$ cat src/rtl/mult_div_unit.sv
// mult_div_unit: iterative 32x32 signed multiply (radix-2 Booth) and signed
// restoring divide. Both operations take 32 cycles, one bit per cycle, and
// share a single accumulator datapath.
//
// state   | meaning
// --------+--------------------------------------------------------------
// ST_IDLE | waiting for start_mult / start_div; divide-by-zero resolved here
// ST_MULT | Booth iterations, {acc_hi, acc_lo, booth_x} shifts right
// ST_DIV  | restoring iterations on magnitudes, {rem, quo} shifts left
module mult_div_unit (
  input  logic        Clk,
  input  logic        reset,
  input  logic        start_mult,
  input  logic        start_div,
  input  logic [31:0] A,
  input  logic [31:0] B,
  output logic [31:0] HI,
  output logic [31:0] LO,
  output logic        busy,
  output logic        done,
  output logic        div_zero
);

  typedef enum logic [1:0] {
    ST_IDLE = 2'd0,
    ST_MULT = 2'd1,
    ST_DIV  = 2'd2
  } state_t;

  localparam logic [5:0] LAST_ITER = 6'd31;

  state_t      state_q, state_d;
  logic [5:0]  cnt_q, cnt_d;
  // Multiply: acc_hi is the 33-bit Booth upper half (extra bit absorbs
  // the +/-2^31 swing), acc_lo the multiplier being shifted out.
  // Divide: acc_hi is the partial remainder, acc_lo the dividend/quotient.
  logic [32:0] acc_hi_q, acc_hi_d;
  logic [31:0] acc_lo_q, acc_lo_d;
  logic        booth_x_q, booth_x_d;
  // Multiplicand (multiply) or divisor magnitude (divide).
  logic [31:0] opb_q, opb_d;
  logic        neg_quo_q, neg_quo_d;
  logic        neg_rem_q, neg_rem_d;
  logic [31:0] hi_q, hi_d;
  logic [31:0] lo_q, lo_d;
  logic        busy_q, busy_d;
  logic        done_q, done_d;
  logic        dz_q, dz_d;

  logic [31:0] a_mag, b_mag;
  logic [32:0] opb_sext;
  logic [32:0] booth_sum;
  logic [32:0] mult_hi_nxt;
  logic [31:0] mult_lo_nxt;
  logic        mult_x_nxt;
  logic [32:0] rem_shift;
  logic [32:0] rem_trial;
  logic [32:0] div_rem_nxt;
  logic [31:0] div_quo_nxt;
  logic [31:0] quo_final;
  logic [31:0] rem_final;

  assign a_mag    = A[31] ? (~A + 32'd1) : A;
  assign b_mag    = B[31] ? (~B + 32'd1) : B;
  assign opb_sext = {opb_q[31], opb_q};

  // One Booth step: add/subtract the multiplicand, then arithmetic shift right.
  always_comb begin
    booth_sum = acc_hi_q;
    case ({acc_lo_q[0], booth_x_q})
      2'b01:   booth_sum = acc_hi_q + opb_sext;
      2'b10:   booth_sum = acc_hi_q - opb_sext;
      default: booth_sum = acc_hi_q;
    endcase
    mult_hi_nxt = {booth_sum[32], booth_sum[32:1]};
    mult_lo_nxt = {booth_sum[0], acc_lo_q[31:1]};
    mult_x_nxt  = acc_lo_q[0];
  end

  // One restoring-division step on magnitudes, plus final sign fix-up.
  always_comb begin
    rem_shift = {acc_hi_q[31:0], acc_lo_q[31]};
    rem_trial = rem_shift - {1'b0, opb_q};
    if (!rem_trial[32]) begin
      div_rem_nxt = rem_trial;
      div_quo_nxt = {acc_lo_q[30:0], 1'b1};
    end else begin
      div_rem_nxt = rem_shift;
      div_quo_nxt = {acc_lo_q[30:0], 1'b0};
    end
    quo_final = neg_quo_q ? (~div_quo_nxt + 32'd1) : div_quo_nxt;
    rem_final = neg_rem_q ? (~div_rem_nxt[31:0] + 32'd1) : div_rem_nxt[31:0];
  end

  // Next-state and next-output computation for the controller.
  always_comb begin
    state_d   = state_q;
    cnt_d     = cnt_q;
    acc_hi_d  = acc_hi_q;
    acc_lo_d  = acc_lo_q;
    booth_x_d = booth_x_q;
    opb_d     = opb_q;
    neg_quo_d = neg_quo_q;
    neg_rem_d = neg_rem_q;
    hi_d      = hi_q;
    lo_d      = lo_q;
    busy_d    = busy_q;
    done_d    = 1'b0;
    dz_d      = dz_q;

    case (state_q)
      ST_IDLE: begin
        if (start_mult) begin
          state_d   = ST_MULT;
          cnt_d     = 6'd0;
          acc_hi_d  = 33'd0;
          acc_lo_d  = A;
          booth_x_d = 1'b0;
          opb_d     = B;
          busy_d    = 1'b1;
          dz_d      = 1'b0;
        end else if (start_div) begin
          if (B == 32'd0) begin
            // Resolved immediately: flag it, pulse done, keep HI/LO.
            dz_d   = 1'b1;
            done_d = 1'b1;
          end else begin
            state_d   = ST_DIV;
            cnt_d     = 6'd0;
            acc_hi_d  = 33'd0;
            acc_lo_d  = a_mag;
            opb_d     = b_mag;
            neg_quo_d = A[31] ^ B[31];
            neg_rem_d = A[31];
            busy_d    = 1'b1;
            dz_d      = 1'b0;
          end
        end
      end

      ST_MULT: begin
        acc_hi_d  = mult_hi_nxt;
        acc_lo_d  = mult_lo_nxt;
        booth_x_d = mult_x_nxt;
        cnt_d     = cnt_q + 6'd1;
        if (cnt_q == LAST_ITER) begin
          hi_d    = mult_hi_nxt[31:0];
          lo_d    = mult_lo_nxt;
          busy_d  = 1'b0;
          done_d  = 1'b1;
          state_d = ST_IDLE;
        end
      end

      ST_DIV: begin
        acc_hi_d = div_rem_nxt;
        acc_lo_d = div_quo_nxt;
        cnt_d    = cnt_q + 6'd1;
        if (cnt_q == LAST_ITER) begin
          hi_d    = rem_final;
          lo_d    = quo_final;
          busy_d  = 1'b0;
          done_d  = 1'b1;
          state_d = ST_IDLE;
        end
      end

      default: begin
        state_d = ST_IDLE;
        busy_d  = 1'b0;
      end
    endcase
  end

  // State, datapath and output registers with synchronous reset.
  always_ff @(posedge Clk) begin
    if (reset) begin
      state_q   <= ST_IDLE;
      cnt_q     <= 6'd0;
      acc_hi_q  <= 33'd0;
      acc_lo_q  <= 32'd0;
      booth_x_q <= 1'b0;
      opb_q     <= 32'd0;
      neg_quo_q <= 1'b0;
      neg_rem_q <= 1'b0;
      hi_q      <= 32'd0;
      lo_q      <= 32'd0;
      busy_q    <= 1'b0;
      done_q    <= 1'b0;
      dz_q      <= 1'b0;
    end else begin
      state_q   <= state_d;
      cnt_q     <= cnt_d;
      acc_hi_q  <= acc_hi_d;
      acc_lo_q  <= acc_lo_d;
      booth_x_q <= booth_x_d;
      opb_q     <= opb_d;
      neg_quo_q <= neg_quo_d;
      neg_rem_q <= neg_rem_d;
      hi_q      <= hi_d;
      lo_q      <= lo_d;
      busy_q    <= busy_d;
      done_q    <= done_d;
      dz_q      <= dz_d;
    end
  end

  assign HI       = hi_q;
  assign LO       = lo_q;
  assign busy     = busy_q;
  assign done     = done_q;
  assign div_zero = dz_q;

endmodule

$ cat config.mk
export PLATFORM = sky130hd
export DESIGN_NAME = mult_div_unit
export DESIGN_NICKNAME = d
export VERILOG_FILES = /design/src/rtl/mult_div_unit.sv
export SDC_FILE = /design/constraint.sdc
export NUM_CORES = 1
export LEC_CHECK = 0
export CORE_AREA = 2 2 166 168
export CTS_CLUSTER_DIAMETER = 30
export DETAILED_ROUTE_END_ITERATION = 12
export DIE_AREA = 0 0 168 170
export GPL_TIMING_DRIVEN = 0
export MAX_ROUTING_LAYER = met4
export PLACE_DENSITY = 0.81
export REMOVE_ABC_BUFFERS = 1
export SLEW_MARGIN = 30
export SYNTH_ARGS = -nofsm -noshare
export SYNTH_HDL_FRONTEND = slang
export SYNTH_SLANG_ARGS = --single-unit
$ cat constraint.sdc
create_clock -name Clk -period 7.52 [get_ports Clk]
set_input_delay 1.504 -clock Clk [delete_from_list [all_inputs] [get_ports Clk]]
set_output_delay 1.504 -clock Clk [all_outputs]
set_load 0.1 [all_outputs]
# Word level (Yosys, flattened, before mapping)
# Cells that the tools add are included.
[word_totals]
register_bits = 175
latchBits = 0
mem_bits_rw = 0
rom_bits = 0
inputBits = 68
output_inout_bits = 67
wordCells = 103
n_memories = 0
[op_classes]
add_sub_neg = 8
multipliers = 0
n_div = 0
n_lt_le_gt_ge = 0
eq_ne = 12
n_shift = 0
n_mux = 47
bitwise_logic = 7
reduce_logical = 16
[op_table]
columns = ["cell", "n"]
rows = [
  ["$mux W32", 14],
  ["$mux W33", 4],
  ["$add A32 B1 Y32 const B", 4],
  ["$not A32 Y32", 4],
  ["$pmux W32 S2", 2],
  ["$pmux W33 S3", 1],
  ["$pmux W32 S3", 1],
  ["$pmux W33 S2", 1],
  ["$add A33 B33 Y33", 1],
  ["$sub A33 B32 Y33", 1],
  ["$sub A33 B33 Y33", 1],
  ["$logic_not A32 Y1", 1],
  ["$mux W6", 3],
  ["$reduce_and A3 Y1", 5],
  ["$mux W1", 12],
  ["$pmux W6 S2", 1],
  ["$mux W2", 4],
  ["$ne A2 B2 Y1 const B", 4],
  ["$reduce_bool A2 Y1", 4],
  ["$add A6 B1 Y6 const B", 1],
  ["$eq A6 B5 Y1 const B", 1],
  ["$ne A3 B3 Y1 const B", 2],
  ["$pmux W1 S2", 3],
  ["$eq A2 B1 Y1 const B", 2],
  ["other kinds (10)", 13],
]

# Longest topological paths before layout
[logic_depth]
ltp_word = 7
ltp_mapped = 30
ltp_nobuf = 23

# Worst setup path before layout
# Ideal clock, no wire load.
[synth_path]
path_kind = "register to register"
startpoint = "register opb_q[2]"
endpoint = "register hi_q[24], in the netlist HI[24]"
setup_ns = 0.103
t_arrival_ns = 6.257
required_ns = 7.417
setup_slack_ns = 1.160
path_stages_with_launch = 30
path_buffers = 7
period_less_slack_ns = 6.360
cell_sequence = "dfxtp_1 -> inv_1 -> ha_1 -> nor2b_4 -> o31a_1 -> o2111a_1 -> o211a_1 -> nor3_1 -> nor3_1 -> a21o_1 -> a21o_1 -> ha_1 -> clkbuf_1 -> clkbuf_1 -> clkbuf_1 -> buf_2 -> buf_1 -> clkbuf_1 -> nand2_1 -> o21ai_0 -> ha_1 -> nand2_1 -> inv_1 -> nand4_1 -> or2_2 -> clkbuf_1 -> nor4_2 -> nor3b_2 -> mux2i_1 -> a2111oi_2"
[synth_between]
elab_chain_cells = 7
elab_cells_between_ends = 11
cone_classes = "4 x add/sub; 6 x mux; 1 x bitwise"
[synth_rtl]
columns = ["element", "line", "text"]
rows = [
  ["from (decl)", "41", "logic [31:0] opb_q, opb_d;"],
  ["from (signal assigned)", "197", "opb_q <= opb_d;"],
  ["$sub A33 B32 Y33", "83", "rem_trial = rem_shift - {1'b0, opb_q};"],
  ["$mux W33", "84", "if (!rem_trial[32]) begin"],
  ["$not A32 Y32", "92", "rem_final = neg_rem_q ? (~div_rem_nxt[31:0] + 32'd1) : div_rem_nxt[31:0];"],
  ["$add A32 B1 Y32", "92", ""],
  ["$mux W32", "92", ""],
  ["$mux W32", "159", "if (cnt_q == LAST_ITER) begin"],
  ["$pmux W32 S2 (*)", "111", "case (state_q)"],
  ["to (signal assigned)", "200", "hi_q <= hi_d;"],
  ["to (decl)", "44", "logic [31:0] hi_q, hi_d;"],
]
# Mark *: on every way between the ends. The rest lies on a longest branch, timed or not. The select of a mux whose other input is x is not followed.
# A chain may end at the register's enable or synchronous reset.

# Final worst setup path
[layout_path]
startpoint = "register acc_lo_q[31]"
endpoint = "register hi_q[25], in the netlist HI[25]"
[layout_between]
elab_chain_cells = 7
[layout_rtl]
columns = ["element", "line", "text"]
rows = [
  ["from (decl)", "38", "logic [31:0] acc_lo_q, acc_lo_d;"],
  ["from (signal assigned)", "195", "acc_lo_q <= acc_lo_d;"],
  ["$sub A33 B32 Y33", "83", ""],
  ["$mux W33 (*)", "84", ""],
  ["$not A32 Y32", "92", ""],
  ["$add A32 B1 Y32", "92", ""],
  ["$mux W32 (*)", "92", ""],
  ["$mux W32 (*)", "159", ""],
  ["$pmux W32 S2 (*)", "111", ""],
]
# Marked as above.

==> metrics.md <==
| Metric | Value |
|---|---|
| Most frequent cells in the layout | `nor2_1 (254), nand2_1 (226), a21oi_1 (206), dfxtp_1 (173), o21ai_0 (143)` |
| DR pass1 iterations | `8` |
| Internal power | `0.00247 W` |
| R2R cell count | `23` |
| Sequential cell area fraction in the yosys report | `22.2%` |
| Asr flop ratio synth | `0%` |
| I/O Buffers | `134` |
| R2r endpoint | `HI[25]$_SDFFE_PP0P_` |
| Clock share of power | `19.6%` |
| Seq pwr share | `between 20% and 30%` |
| Die W | `~170 um` |
| DR WL/cell | `20.6 um` |
| Max clock buf depth | `2` |
| DIE HEIGHT | `170 um` |
| Mean Syn Cell Area | `7.12 um2` |
| Worst slew margin | `29.6%` |
| Area contributors post-synth | `dfxtp_1 (22%), a21oi_1 (6.5%), nor2_1 (6.1%), ha_1 (6.0%), nand2_1 (5.4%)` |
| I/O pin total | `135` |
| Max-Cap Viols | `0` |
| Post-synth top flop | `dfxtp_1` |
| Worst r2r src | `acc_lo_q[31]$_SDFFE_PP0P_` |
| TritonCTS clock tree | `built` |
| Leak | `6.68 nW` |
| DRT iter0 DRCs | `1781` |
| Slew Viols, Final | `0` |
| Hold path cells | `2` |
| Antenna viol nets, final | `0` |
| Hold_ws | `0.461 ns` |
| Vias per Instance | `6.69` |
| RD Place Congestion | `~1` |
| Post-synth EDFFs | `0` |
| Initial Utilization | `a little under 60%` |
| Worst setup SP type | `register` |
| Cell count after synthesis | `2215` |
| Residual DRC | `0` |
| Final clock skew | `0.0276 ns` |
| Setup slack, reg-to-reg | `0.28 ns` |
| Cell taking the most area after synthesis | `dfxtp_1` |
| Peak VDD IR | `165 uV` |
| Dpl hpwl | `38600 um` |
| Cell row count | `60` |
| Fill count | `2311` |
| Req. time, crit path | `7.89 ns` |
| Vias in the first global route | `16100` |
| DP Worst Slack | `0.593 ns` |
| Slowest CP cell | `or4b_1` |
| Hold Violations, Final | `0` |
| Slew at the pin closest to its max-slew limit | `between 1 and 1.5 ns` |
| Critical Path AT | `approximately 7.6 ns` |
| Tcrit/Tclk final | `96.2%` |
| Logic gate share of total power | `54.6%` |
| CTS root buf | `clkbuf_16` |
| Total grt overflow | `0` |
| Clock Sinks | `175` |
| Critical path class | `register to register` |
| Fraction of layout cells with a size suffix above 1 | `4.83%` |
| Post-CTS Hold Buffers | `0` |
| Crit. End Element | `register` |
| Hold WC Path Type | `register to register` |
| Total number of H-tree levels | `4` |
| Fin Setup TNS | `0 ns` |
| Clk_lat worst skew | `between 0.4 and 0.5 ns` |
| Largest net degree at the start of global routing | `91` |
| HP Start | `busy$_SDFFE_PP0P_` |
| Cells along the critical path | `inv_1 > ha_1 > fa_1 > nor2b_4 > o31a_1 > o2111a_1 > o211a_1 > nor3_1 > nor3_1 > a21o_1 > a21o_1 > ha_4 > buf_16 > inv_2 > nor2_1 > a221o_1 > o21ba_1 > nand2_1 > or4b_1 > nor4_1 > nand3_1 > mux2i_1 > a211oi_1` |
| Design Power | `0.00484 W` |
| Synthesized area | `15800 um2` |
| Global Route Usage Sum | `a little under two fifths` |
| Most common cell after layout, fill and taps aside | `nor2_1` |
| Psw | `about 0.0024 W` |
| Die area | `28600 um2` |
| Status | `completed` |
| Core area | `26700 um2` |
| Unrepaired setup endpoints after global routing | `no` |
| Area of the multi-input gates | `11400 um2` |
| Finish-stage setup viols | `0` |
| Layout area overhead | `13.8%` |
| CP peak stage delay | `0.69 ns` |
| Inserted Clock Buffers | `17` |
| # diodes | `0` |
| Worst Hold End | `busy$_SDFFE_PP0P_` |
| Nets | `around 2400` |
| Power Dens Cells | `270 nW/um2` |
| Initial antenna violation count | `0` |
| Fmax | `roughly 0.14 GHz` |
| Synth warnings | `0` |
| Seq cells post-synth | `175` |
| Sw Ratio | `48.9%` |
| CP Max Fanout | `60` |
| Via count | `17200` |
| Proportion of netlist area held by the largest area contributor | `22.2%` |
| First-pass GRT wire length | `between 80000 and 90000 um` |
| Tmin final | `between 7 and 8 ns` |
| Reg area | `3510 um2` |
| Synth unique cells | `89` |
| WL final | `~53000 um` |
| Setup Buffers After CTS | `0` |
| Clock slew at reported path FFs | `approximately 0.090 ns` |
| Post-CTS sizing | `0` |
| Worst setup margin | `0.282 ns` |
==> layer usage <==
metal	vias to the layer above	GRT usage [%]	part of all wire [%]	wire [um]
li1	8086	-	-	-
met1	8051	47.1	41	21600
met2	929	59.8	46	24400
met3	166	5.70	9.7	5170
met4	0	15.3	3.7	1970
met5	-	-	0	0
==> metrics by stage <==
| stage | std cells | area (um2) | utilization, % |
|---|---|---|---|
| 2_1_floorplan | 2053 | 15100 | - |
| 3_3_place_gp | 2528 | 16900 | 63.4 |
| 3_5_place_dp | 2544 | 17400 | 65.2 |
| 4_1_cts | 2576 | 18000 | 67.5 |
| 5_1_grt | 2576 | 18000 | 67.4 |
| 6_report | 2576 | 18000 | 67.4 |
==> area by class of cell <==
| type | instances | share of cell area, % |
|---|---|---|
| Multi-Input combinational cell | 1797 | 63.7 |
| Clock inverter | 14 | 0.878 |
| Inverter | 81 | 1.69 |
| Timing Repair Buffer | 150 | 9.34 |
| Sequential cell | 175 | 19.5 |
| Clock buffer | 18 | 2.45 |
| Tap cell | 341 | 2.38 |
==> critical path: cells and delay by family (launching register included) <==
kind            cells  cell delay [ns]
buf+inv             3             0.87
fa+ha+maj           3             0.94
mux                 1             0.16
simple gates        8             2.28
compound gates      8             2.37
flops               1             0.47
==> registers in the layout, indices dropped and copies added (netlist names) <==
| register | flops |
|---|---|
| opb_q | 32 |
| state_q | 2 |
| busy | 1 |
| HI | 32 |
| LO | 32 |
| booth_x_q | 1 |
| neg_quo_q | 1 |
| done | 1 |
| cnt_q | 6 |
| acc_lo_q | 32 |
| neg_rem_q | 1 |
| acc_hi_q | 33 |
| div_zero | 1 |
==> power groups by stage <==
stage	logic [W]	clock network (W)	registers (W)
after global placement	0.00248	0	0.00126
final	0.00265	0.000950	0.00125
after global routing	0.00288	0.000982	0.00127
after CTS	0.00258	0.000949	0.00124
after detailed placement	0.00256	0	0.00126
after floorplan	0.00186	0	0.00122
==> how the worst max path moves through the flow <==
stage | from | end | slack (ns) | cells after the start
after CTS | acc_lo_q[31]$_SDFFE_PP0P_ | HI[25]$_SDFFE_PP0P_ | 0.55 | 23
final | acc_lo_q[31]$_SDFFE_PP0P_ | HI[25]$_SDFFE_PP0P_ | 0.28 | 23
after floorplan | state_q[0]$_SDFFE_PP0P_ | HI[25]$_SDFFE_PP0P_ | 0.17 | 6
after global routing | acc_lo_q[31]$_SDFFE_PP0P_ | HI[25]$_SDFFE_PP0P_ | 0.22 | 23
after detailed placement | acc_lo_q[31]$_SDFFE_PP0P_ | HI[25]$_SDFFE_PP0P_ | 0.59 | 23
after global placement | state_q[0]$_SDFFE_PP0P_ | HI[17]$_SDFFE_PP0P_ | -6.25 | 6
==> cells by family (layout without fill, tap and decap cells) <==
family | count (synthesis) | in the layout | share of synthesized area (%)
AOI/OAI and AO/OA | 765 | 765 | 32.1
adders and majority gates | 78 | 78 | 6.28
muxes | 22 | 22 | 1.46
xor gates and xnor gates | 175 | 175 | 9.71
DFF | 175 | 175 | 22.2
and+or+nand+nor | 757 | 757 | 22.2
buffers and inverters | 243 | 263 | 5.99
==> cells in the mapped netlist, types with 26 or more instances <==
library cell	number
xor2_1	87
dfxtp_1	175
nor2_1	256
o211ai_1	49
nor3_1	55
clkbuf_1	133
o21ai_0	143
inv_1	81
a22oi_1	49
nand2_1	226
a21o_1	33
o31ai_1	35
a211oi_1	81
ha_1	76
nand2b_1	26
a31oi_1	27
xnor2_1	88
a21oi_1	206
nand3_1	45
(Power assumes the default switching activity.)
